===== src/rtl/lift_timer_arbiter.sv =====
`default_nettype none
// ============================================================================
// Module   : lift_timer_arbiter
// Brief    : One prescaled tick and one countdown timer shared by NREQ lift
//            requesters; grants one interval at a time and pulses done on
//            expiry. Define ROUND_ROBIN_EN for rotating priority, otherwise
//            the lowest requesting index wins.
// Revision : 1.0
// ============================================================================
module lift_timer_arbiter #(
  parameter int CLK_HZ  = 50_000_000,
  parameter int TICK_HZ = 10,
  parameter int NREQ    = 3,
  parameter int TW      = 8
) (
  input  logic               CLK,
  input  logic               reset,
  input  logic [NREQ-1:0]    req,
  input  logic [NREQ*TW-1:0] dur,
  output logic [NREQ-1:0]    grant,
  output logic [NREQ-1:0]    done,
  output logic               busy,
  output logic               tick,
  output logic [TW-1:0]      remain
);

  localparam int DIV = CLK_HZ / TICK_HZ;
  localparam int PW  = $clog2(DIV);
  localparam int IW  = (NREQ > 1) ? $clog2(NREQ) : 1;

  localparam logic [1:0] S_IDLE  = 2'd0;
  localparam logic [1:0] S_LOAD  = 2'd1;
  localparam logic [1:0] S_COUNT = 2'd2;
  localparam logic [1:0] S_DONE  = 2'd3;

  logic [1:0]      state_q, state_d;
  logic [IW-1:0]   win_q, win_d, pick;
  logic [PW-1:0]   pre_q, pre_d;
  logic            tick_q, tick_d;
  logic            busy_q, busy_d;
  logic [TW-1:0]   remain_q, remain_d, dur_w;
  logic [NREQ-1:0] grant_q, grant_d, done_q, done_d;
  logic [NREQ-1:0] mask_q, mask_d, cand, win_oh_q, win_oh_d;
  logic            abort;

  assign cand     = req & ~mask_q;
  assign dur_w    = dur[int'(win_q)*TW +: TW];
  assign abort    = ((state_q == S_LOAD) || (state_q == S_COUNT)) && !req[win_q];
  assign win_oh_q = NREQ'(1) << win_q;

`ifdef ROUND_ROBIN_EN
  logic [IW-1:0] ptr_q, ptr_d;

  // Descending scan so the nearest index at/after ptr is the last assignment.
  always_comb begin
    pick = '0;
    for (int k = NREQ-1; k >= 0; k--) begin
      if (cand[(int'(ptr_q) + k) % NREQ]) pick = IW'((int'(ptr_q) + k) % NREQ);
    end
  end

  always_comb begin
    ptr_d = ptr_q;
    if ((state_q == S_DONE) || abort)
      ptr_d = (win_q == IW'(NREQ-1)) ? '0 : win_q + IW'(1);
  end

  always_ff @(posedge CLK or negedge reset) begin
    if (!reset) ptr_q <= '0;
    else        ptr_q <= ptr_d;
  end
`else
  always_comb begin
    pick = '0;
    for (int i = NREQ-1; i >= 0; i--) begin
      if (cand[i]) pick = IW'(i);
    end
  end
`endif

  always_comb begin
    state_d  = state_q;
    win_d    = win_q;
    remain_d = remain_q;
    mask_d   = '0;
    case (state_q)
      S_IDLE: begin
        remain_d = '0;
        if (|cand) begin
          win_d   = pick;
          state_d = S_LOAD;
        end
      end
      S_LOAD: begin
        if (abort) begin
          state_d  = S_IDLE;
          remain_d = '0;
        end else begin
          remain_d = dur_w;
          state_d  = (dur_w == '0) ? S_DONE : S_COUNT;
        end
      end
      S_COUNT: begin
        // A dropped request beats an expiry landing on the same tick.
        if (abort) begin
          state_d  = S_IDLE;
          remain_d = '0;
        end else if (tick_q) begin
          if (remain_q != '0) remain_d = remain_q - TW'(1);
          if (remain_q <= TW'(1)) state_d = S_DONE;
        end
      end
      S_DONE: begin
        state_d = S_IDLE;
        mask_d  = win_oh_q;
      end
      default: state_d = S_IDLE;
    endcase
  end

  always_comb begin
    win_oh_d = NREQ'(1) << win_d;
    busy_d   = (state_d != S_IDLE);
    grant_d  = busy_d ? win_oh_d : '0;
    done_d   = (state_d == S_DONE) ? win_oh_d : '0;
    tick_d   = (pre_q == PW'(DIV-1));
    // Restarting the prescaler on LOAD makes every granted interval exact.
    if ((state_d == S_LOAD) || (pre_q == PW'(DIV-1))) pre_d = '0;
    else                                              pre_d = pre_q + PW'(1);
  end

  always_ff @(posedge CLK or negedge reset) begin
    if (!reset) begin
      state_q  <= S_IDLE;
      win_q    <= '0;
      pre_q    <= '0;
      tick_q   <= 1'b0;
      busy_q   <= 1'b0;
      remain_q <= '0;
      grant_q  <= '0;
      done_q   <= '0;
      mask_q   <= '0;
    end else begin
      state_q  <= state_d;
      win_q    <= win_d;
      pre_q    <= pre_d;
      tick_q   <= tick_d;
      busy_q   <= busy_d;
      remain_q <= remain_d;
      grant_q  <= grant_d;
      done_q   <= done_d;
      mask_q   <= mask_d;
    end
  end

  assign grant  = grant_q;
  assign done   = done_q;
  assign busy   = busy_q;
  assign tick   = tick_q;
  assign remain = remain_q;

endmodule
`default_nettype wire


===== config.mk =====
export PLATFORM = sky130hd
export DESIGN_NAME = lift_timer_arbiter
export DESIGN_NICKNAME = d
export VERILOG_FILES = /design/src/rtl/lift_timer_arbiter.sv
export SDC_FILE = /design/constraint.sdc
export NUM_CORES = 1
export LEC_CHECK = 0
export CAP_MARGIN = 30
export CORE_MARGIN = 2
export CORE_UTILIZATION = 58
export CTS_CLUSTER_SIZE = 30
export DETAILED_ROUTE_END_ITERATION = 10
export PLACE_DENSITY = 0.95
export SYNTH_ARGS = -nofsm -noshare
export SYNTH_HDL_FRONTEND = slang
export SYNTH_SLANG_ARGS = --single-unit

===== constraint.sdc =====
create_clock -name CLK -period 6.8 [get_ports CLK]
set_input_delay 1.02 -clock CLK [delete_from_list [all_inputs] [get_ports CLK]]
set_output_delay 1.02 -clock CLK [all_outputs]
set_load 0.005 [all_outputs]

==> results of run 1 <==
## final timing paths
check / startpoint / end / slack (ns)
min in group CLK: pre_q[0] / pre_q[0] / 0.54
worst max register to register: state_q[0] / pre_q[22] / 3.95
max in group asynchronous: reset / pre_q[2] / 5.83
worst min-delay path: reset / pre_q[14] / 0.53
worst max-delay path: req[1] / pre_q[22] / 3.70
worst min register to register: pre_q[0] / pre_q[0] / 0.54
## worst max-delay path, cell delays in order
cell             delay [ns]
clkdlybuf4s50_1        0.45
nor2b_1                0.18
or2_2                  0.30
nor4b_2                0.56
o21ba_2                0.40
a211oi_1               0.37
## synth_stat cells, types with 2 or more instances
master / instances / area, um^2
nor4_1: 9 / 56.3
and4_1: 4 / 35.0
nor3b_1: 2 / 15.0
xor2_1: 17 / 149
or4_1: 2 / 15.0
or2_2: 4 / 25.0
o2bb2ai_1: 3 / 26.3
o21ai_0: 3 / 15.0
a21oi_1: 14 / 70.1
a211oi_1: 11 / 82.6
xnor2_1: 7 / 61.3
nor2_1: 6 / 22.5
buf_2: 4 / 20.0
or4_4: 2 / 22.5
a31o_1: 2 / 17.5
a2bb2oi_1: 3 / 26.3
a32oi_1: 3 / 26.3
nand4_1: 8 / 50.1
mux2_1: 4 / 45.0
a31oi_1: 6 / 37.5
nand3_1: 11 / 55.1
a221o_1: 2 / 20.0
a22oi_1: 5 / 37.5
clkbuf_1: 6 / 22.5
mux2i_1: 4 / 40.0
o22ai_1: 5 / 31.3
o31ai_1: 4 / 30.0
buf_6: 3 / 33.8
nor2b_1: 4 / 25.0
and2_1: 4 / 25.0
nand2_1: 16 / 60.1
inv_1: 13 / 48.8
nor3_1: 6 / 30.0
and3_1: 3 / 18.8
dfrtp_1: 46 / 1150
or4b_2: 2 / 20.0
ha_1: 9 / 113
## sequential cells by signal (all words and copies together) (netlist names)
| signal | cells |
|---|---|
| busy | 1 |
| done | 3 |
| grant | 3 |
| mask_q | 3 |
| pre_q | 23 |
| remain | 8 |
| state_q | 2 |
| tick | 1 |
| win_q | 2 |
## report_power, final
group          total [mW]  internal (mW)  switching (mW)
combinational       0.695          0.306           0.389
sequential          0.419          0.331          0.0888
clock               0.171         0.0821          0.0886
## logic make-up (layout without fill, tap and decap cells)
group                      after synthesis  after routing
AOI/OAI and AO/OA                       72             72
xor gates and xnor gates                24             24
adders and majority gates                9              9
buffers and inverters                   26             69
DFF                                     46             46
muxes                                    9              9
and+or+nand+nor                         91             91
## metal layers
layer / GRT usage / part of all wire / vias up / wire length (um)
met5: 0 / 0 / - / 0
met4: 0.101 / 0.022 / 0 / 144
met3: 0.0525 / 0.062 / 21 / 413
met2: 0.448 / 0.51 / 99 / 3370
met1: 0.347 / 0.41 / 1182 / 2720
li1: - / - / 1123 / -
## final cells by class
class / instances / area, um^2
Fill cell: 319 / 1320
Tap cell: 54 / 67.6
Clock buffer: 7 / 86.3
Clock inverter: 1 / 5.00
Inverter: 13 / 48.8
Multi-Input combinational cell: 205 / 1500
Sequential cell: 46 / 1150
Timing Repair Buffer: 48 / 475
## metrics by stage
stage	cells	setup WS, ns	area (um^2)
6_report	374	3.70	3340
5_1_grt	374	3.52	3340
4_1_cts	373	3.74	3320
3_5_place_dp	365	3.47	3230
3_3_place_gp	364	3.51	3220
2_1_floorplan	277	4.18	2780
==> summary.txt, run 1 <==
Outcome
  – Status: complete, no violations

Place
  – Gpl congestion: 0.949
  – Number of port buffers: 44
  – Post-DP HPWL: 4750 um

Final layout
  – N_diodes: 0
  – Layout cells sized above 1: 0.0938
  – P&R area growth vs syn: 20.1%
  – Commonest cells after routing, fill and taps aside: dfrtp_1 (46), clkdlybuf4s50_1 (43), xor2_1 (17), nand2_1 (16), a21oi_1 (14)
  – Util after Layout: 0.716
  – Most common cell after layout, fill and taps aside: dfrtp_1
  – # nets final: 357

CTS
  – Clock transition at the registers of the reported paths: 0.08 ns
  – Cts repair resizes: 0
  – H-tree Lvls: 2
  – Post-CTS Setup Bufs: 0
  – CTS sink cnt: 46
  – Clk buf depth: 2
  – TritonCTS clock tree: done
  – CTS Hold Bufs: 0
  – Clock latency on the worst-skew pair: 0.30 ns
  – CTS Buf Count: 5
  – CTS Root Cell: clkbuf_8

Yosys
  – XOR/XNOR share of the synthesized area: 0.0756
  – Yosys reg bits: 46
  – Compound-Gate Fraction of Synth Area: 0.190
  – Avg Inst Size Synth: 10.0 um^2
  – Post-Synthesis Cells: 277
  – Post-synth EDFFs: 0
  – Cell variety after synth: 57
  – Mapped Area: 2780 um^2
  – Asr flop ratio synth: 1.00
  – Predominant post-synthesis flop cell: dfrtp_1
  – Synth Area in Simple Gates: 0.199
  – Yosys warns: 0
  – Multiplexer area fraction after synthesis: 0.0347
  – Synth Area in Adders: 0.0405
  – Syn nets: 315
  – Sequential area share after synthesis: 0.414
  – Largest family of logic cells by synthesized area: simple AND/OR/NAND/NOR gates

Power and ir drop
  – Power per standard cell area: 385 nW/um^2
  – Leakage: 1.39 nW
  – Max VDD drop: 0.000290 V
  – Power Total: 1.28 mW

Setup path
  – Worst R2R Path Depth: 7
  – Startpoint types: primary input
  – CP arrival: 3.29 ns
  – Req. time, crit path: 6.99 ns
  – Setup CP Type: in2reg
  – Worst Setup End Kind: flip-flop
  – Crit path max fanout: 23

Global route
  – Grt total ovfl: 0
  – First-pass GRT wire length: 11100 um
  – Largest net degree at the start of global routing: 47
  – Total track usage: 0.269
  – Initial antenna violation count: 0
  – Vias in the first global route: 2407

STA
  – Worst Skew: 0.0100 ns
  – Relative slew slack: 0.572
  – Worst Max-Slew Pin Slew: 0.636 ns
  – Final setup violation count: 0
  – RSZ-0062 raised after global routing: false
  – Peak Freq: 322 MHz
  – Hold Vio Cnt, Final: 0
  – Final period util: 0.457
  – Slew Viols, Final: 0
  – Hold slack: 0.526 ns
  – Fin crit period: 3.10 ns
  – Setup TNS: 0 ns

Die
  – Initial core utilization: 0.596
  – Core area: 4660 um^2
  – Die area: 5360 um^2
  – Chip width: 73.2 um
  – Die height: 73.2 um
  – Io pins: 45
  – Rows: 25

Route
  – Post-Route WL: 6650 um
  – Routed len/inst: 17.8 um
  – First drt pass iteration count: 5
  – Routed vias/inst: 6.48
  – DRC Markers: 0
  – DRT antenna net count: 0
  – DR vias: 2425
  – DRT iter0 DRCs: 216

Hold path
  – Hold/Removal Path Class: in2async

Flow run
  – Maxcap violations: 0
No activity file was read; power rests on OpenSTA's default activity.
==> run 2, diff against run 1 <==
- CORE_UTILIZATION: 58 -> 48
- PLACE_DENSITY: 0.95 -> 0.86
- clock period: 6.8 -> 2.67 ns (I/O delays scaled with it)
==> summary.txt, run 2 (same netlist as run 1, synthesis figures left out) <==
Outcome
  – Status: complete, no violations

Die
  – Initial core utilization: 0.502
  – Core area: 5540 um^2
  – Io pins: 45
  – Die height: 80.1 um
  – Rows: 27
  – Die area: 6410 um^2
  – Chip width: 80.1 um

CTS
  – TritonCTS clock tree: done
  – Post-CTS Setup Bufs: 0
  – H-tree Lvls: 2
  – CTS Root Cell: clkbuf_8
  – Clk buf depth: 2
  – Clock transition at the registers of the reported paths: 0.09 ns
  – CTS Buf Count: 5
  – CTS sink cnt: 46
  – Clock latency on the worst-skew pair: 0.31 ns

Global route
  – GRT busiest layer: met2
  – Vias in the first global route: 2350
  – Total track usage: 0.227
  – GR Layer Usage met3: 0.0461
  – Met1 Usage GRT: 0.299
  – Met2 GRT Util: 0.371
  – First-pass GRT wire length: 11400 um
  – Grt total ovfl: 0
  – Initial antenna violation count: 0
  – Largest net degree at the start of global routing: 47

Setup path
  – Req. time, crit path: 2.85 ns
  – Crit path max fanout: 23
  – Setup CP Type: reg2reg
  – CP arrival: 2.65 ns
  – Slowest CP cell: dfrtp_1
  – Startpoint types: flip-flop
  – Worst path bufs/invs: 3
  – Max incr delay on CP: 0.44 ns
  – Worst Setup End Kind: flip-flop
  – Crit-path cells: inv_1 -> ha_2 -> inv_1 -> a221o_1 -> a211oi_1 -> o21ba_2 -> buf_12 -> a211oi_1
  – CP delay by family, top: compound AO/OA/AOI/OAI gates

Route
  – Routed len/inst: 17.1 um
  – DRC Markers: 0
  – DRT antenna net count: 0
  – Post-Route WL: 6770 um
  – First drt pass iteration count: 4
  – DRT iter0 DRCs: 201
  – Routed vias/inst: 6.11
  – DR vias: 2418

Final layout
  – Commonest cells after routing, fill and taps aside: dfrtp_1 (46), clkdlybuf4s50_1 (43), xor2_1 (17), nand2_1 (16), a21oi_1 (14)
  – Util after Layout: 0.622
  – N_diodes: 0
  – P&R area growth vs syn: 24.0%
  – Most common cell after layout, fill and taps aside: dfrtp_1
  – Max reg flops: 23
  – # nets final: 361
  – Layout cells sized above 1: 0.111
  – Register name with the most flops: pre_q

Power and ir drop
  – Power per standard cell area: 1010 nW/um^2
  – Psw: 1.48 mW
  – Gate power share: 0.556
  – Leakage: 1.42 nW
  – Reg power frac: 0.291
  – Int Pwr: 2.00 mW
  – Clock share of power: 0.153
  – Switch share: 0.426
  – Max VDD drop: 0.000544 V

STA
  – Relative slew slack: 0.618
  – Fin crit period: 2.47 ns
  – Peak Freq: 404 MHz
  – Slew Viols, Final: 0
  – Final setup violation count: 0
  – RSZ-0062 raised after global routing: false
  – Setup TNS: 0 ns
  – Worst Max-Slew Pin Slew: 0.568 ns
  – Final period util: 0.927
  – Hold Vio Cnt, Final: 0
  – Worst Skew: 0.0136 ns

Place
  – Number of port buffers: 44
  – Post-DP HPWL: 4930 um
  – Gpl congestion: 0.855

Flow run
  – Maxcap violations: 0

Hold path
  – Hold/Removal Path Class: in2async
==> run 2: layer usage <==
metal / part of all wire / wire [um]
met4: 0.021 / 144
met5: 0 / 0
met1: 0.45 / 3020
met2: 0.49 / 3330
met3: 0.041 / 280
==> run 2: worst paths after layout <==
check,from,to,cells past startpoint,slack [ns]
min reg2reg,pre_q[0],pre_q[0],1,0.51
max,state_q[1],pre_q[3],8,0.20
max in group asynchronous,reset,pre_q[3],3,1.81
min in group CLK,pre_q[0],pre_q[0],1,0.51
max reg2reg,state_q[1],pre_q[3],8,0.20
min,reset,remain[0],2,0.43
==> run 2: timing repair <==
action	in CTS	in global routing
hold buffers	0	1
hold endpoints to repair	0	3
resized for setup	0	2
endpoints found under the setup margin	0	29
==> run 2: cell type report <==
type,instances,area (um^2)
Sequential cell,46,1150
Timing Repair Buffer,52,536
Inverter,13,48.8
Clock inverter,3,43.8
Fill cell,460,2100
Multi-Input combinational cell,205,1510
Clock buffer,5,68.8
Tap cell,72,90.1
==> run 2: power groups by stage <==
stage / Combinational, mW / Sequential, mW / Clock, mW
floorplan: 1.28 / 1.00 / 0
global placement: 1.82 / 1.01 / 0
detailed placement: 1.88 / 1.02 / 0
CTS: 1.90 / 1.01 / 0.533
global route: 2.11 / 1.04 / 0.561
finish: 1.94 / 1.01 / 0.532
==> run 2: stage by stage <==
| step | hold WS (ns) | total power, mW | worst slack (ns) | cells | area, um^2 |
|---|---|---|---|---|---|
| final | 0.433 | 3.48 | 0.196 | 396 | 3440 |
| after floorplan | 0.105 | 2.28 | 0.473 | 277 | 2780 |
| after detailed placement | 0.497 | 2.90 | 0.122 | 386 | 3300 |
| after CTS | 0.293 | 3.44 | 0.103 | 394 | 3410 |
| after global placement | 0.479 | 2.83 | 0.197 | 386 | 3300 |
| after global routing | 0.447 | 3.71 | 0.0422 | 396 | 3440 |
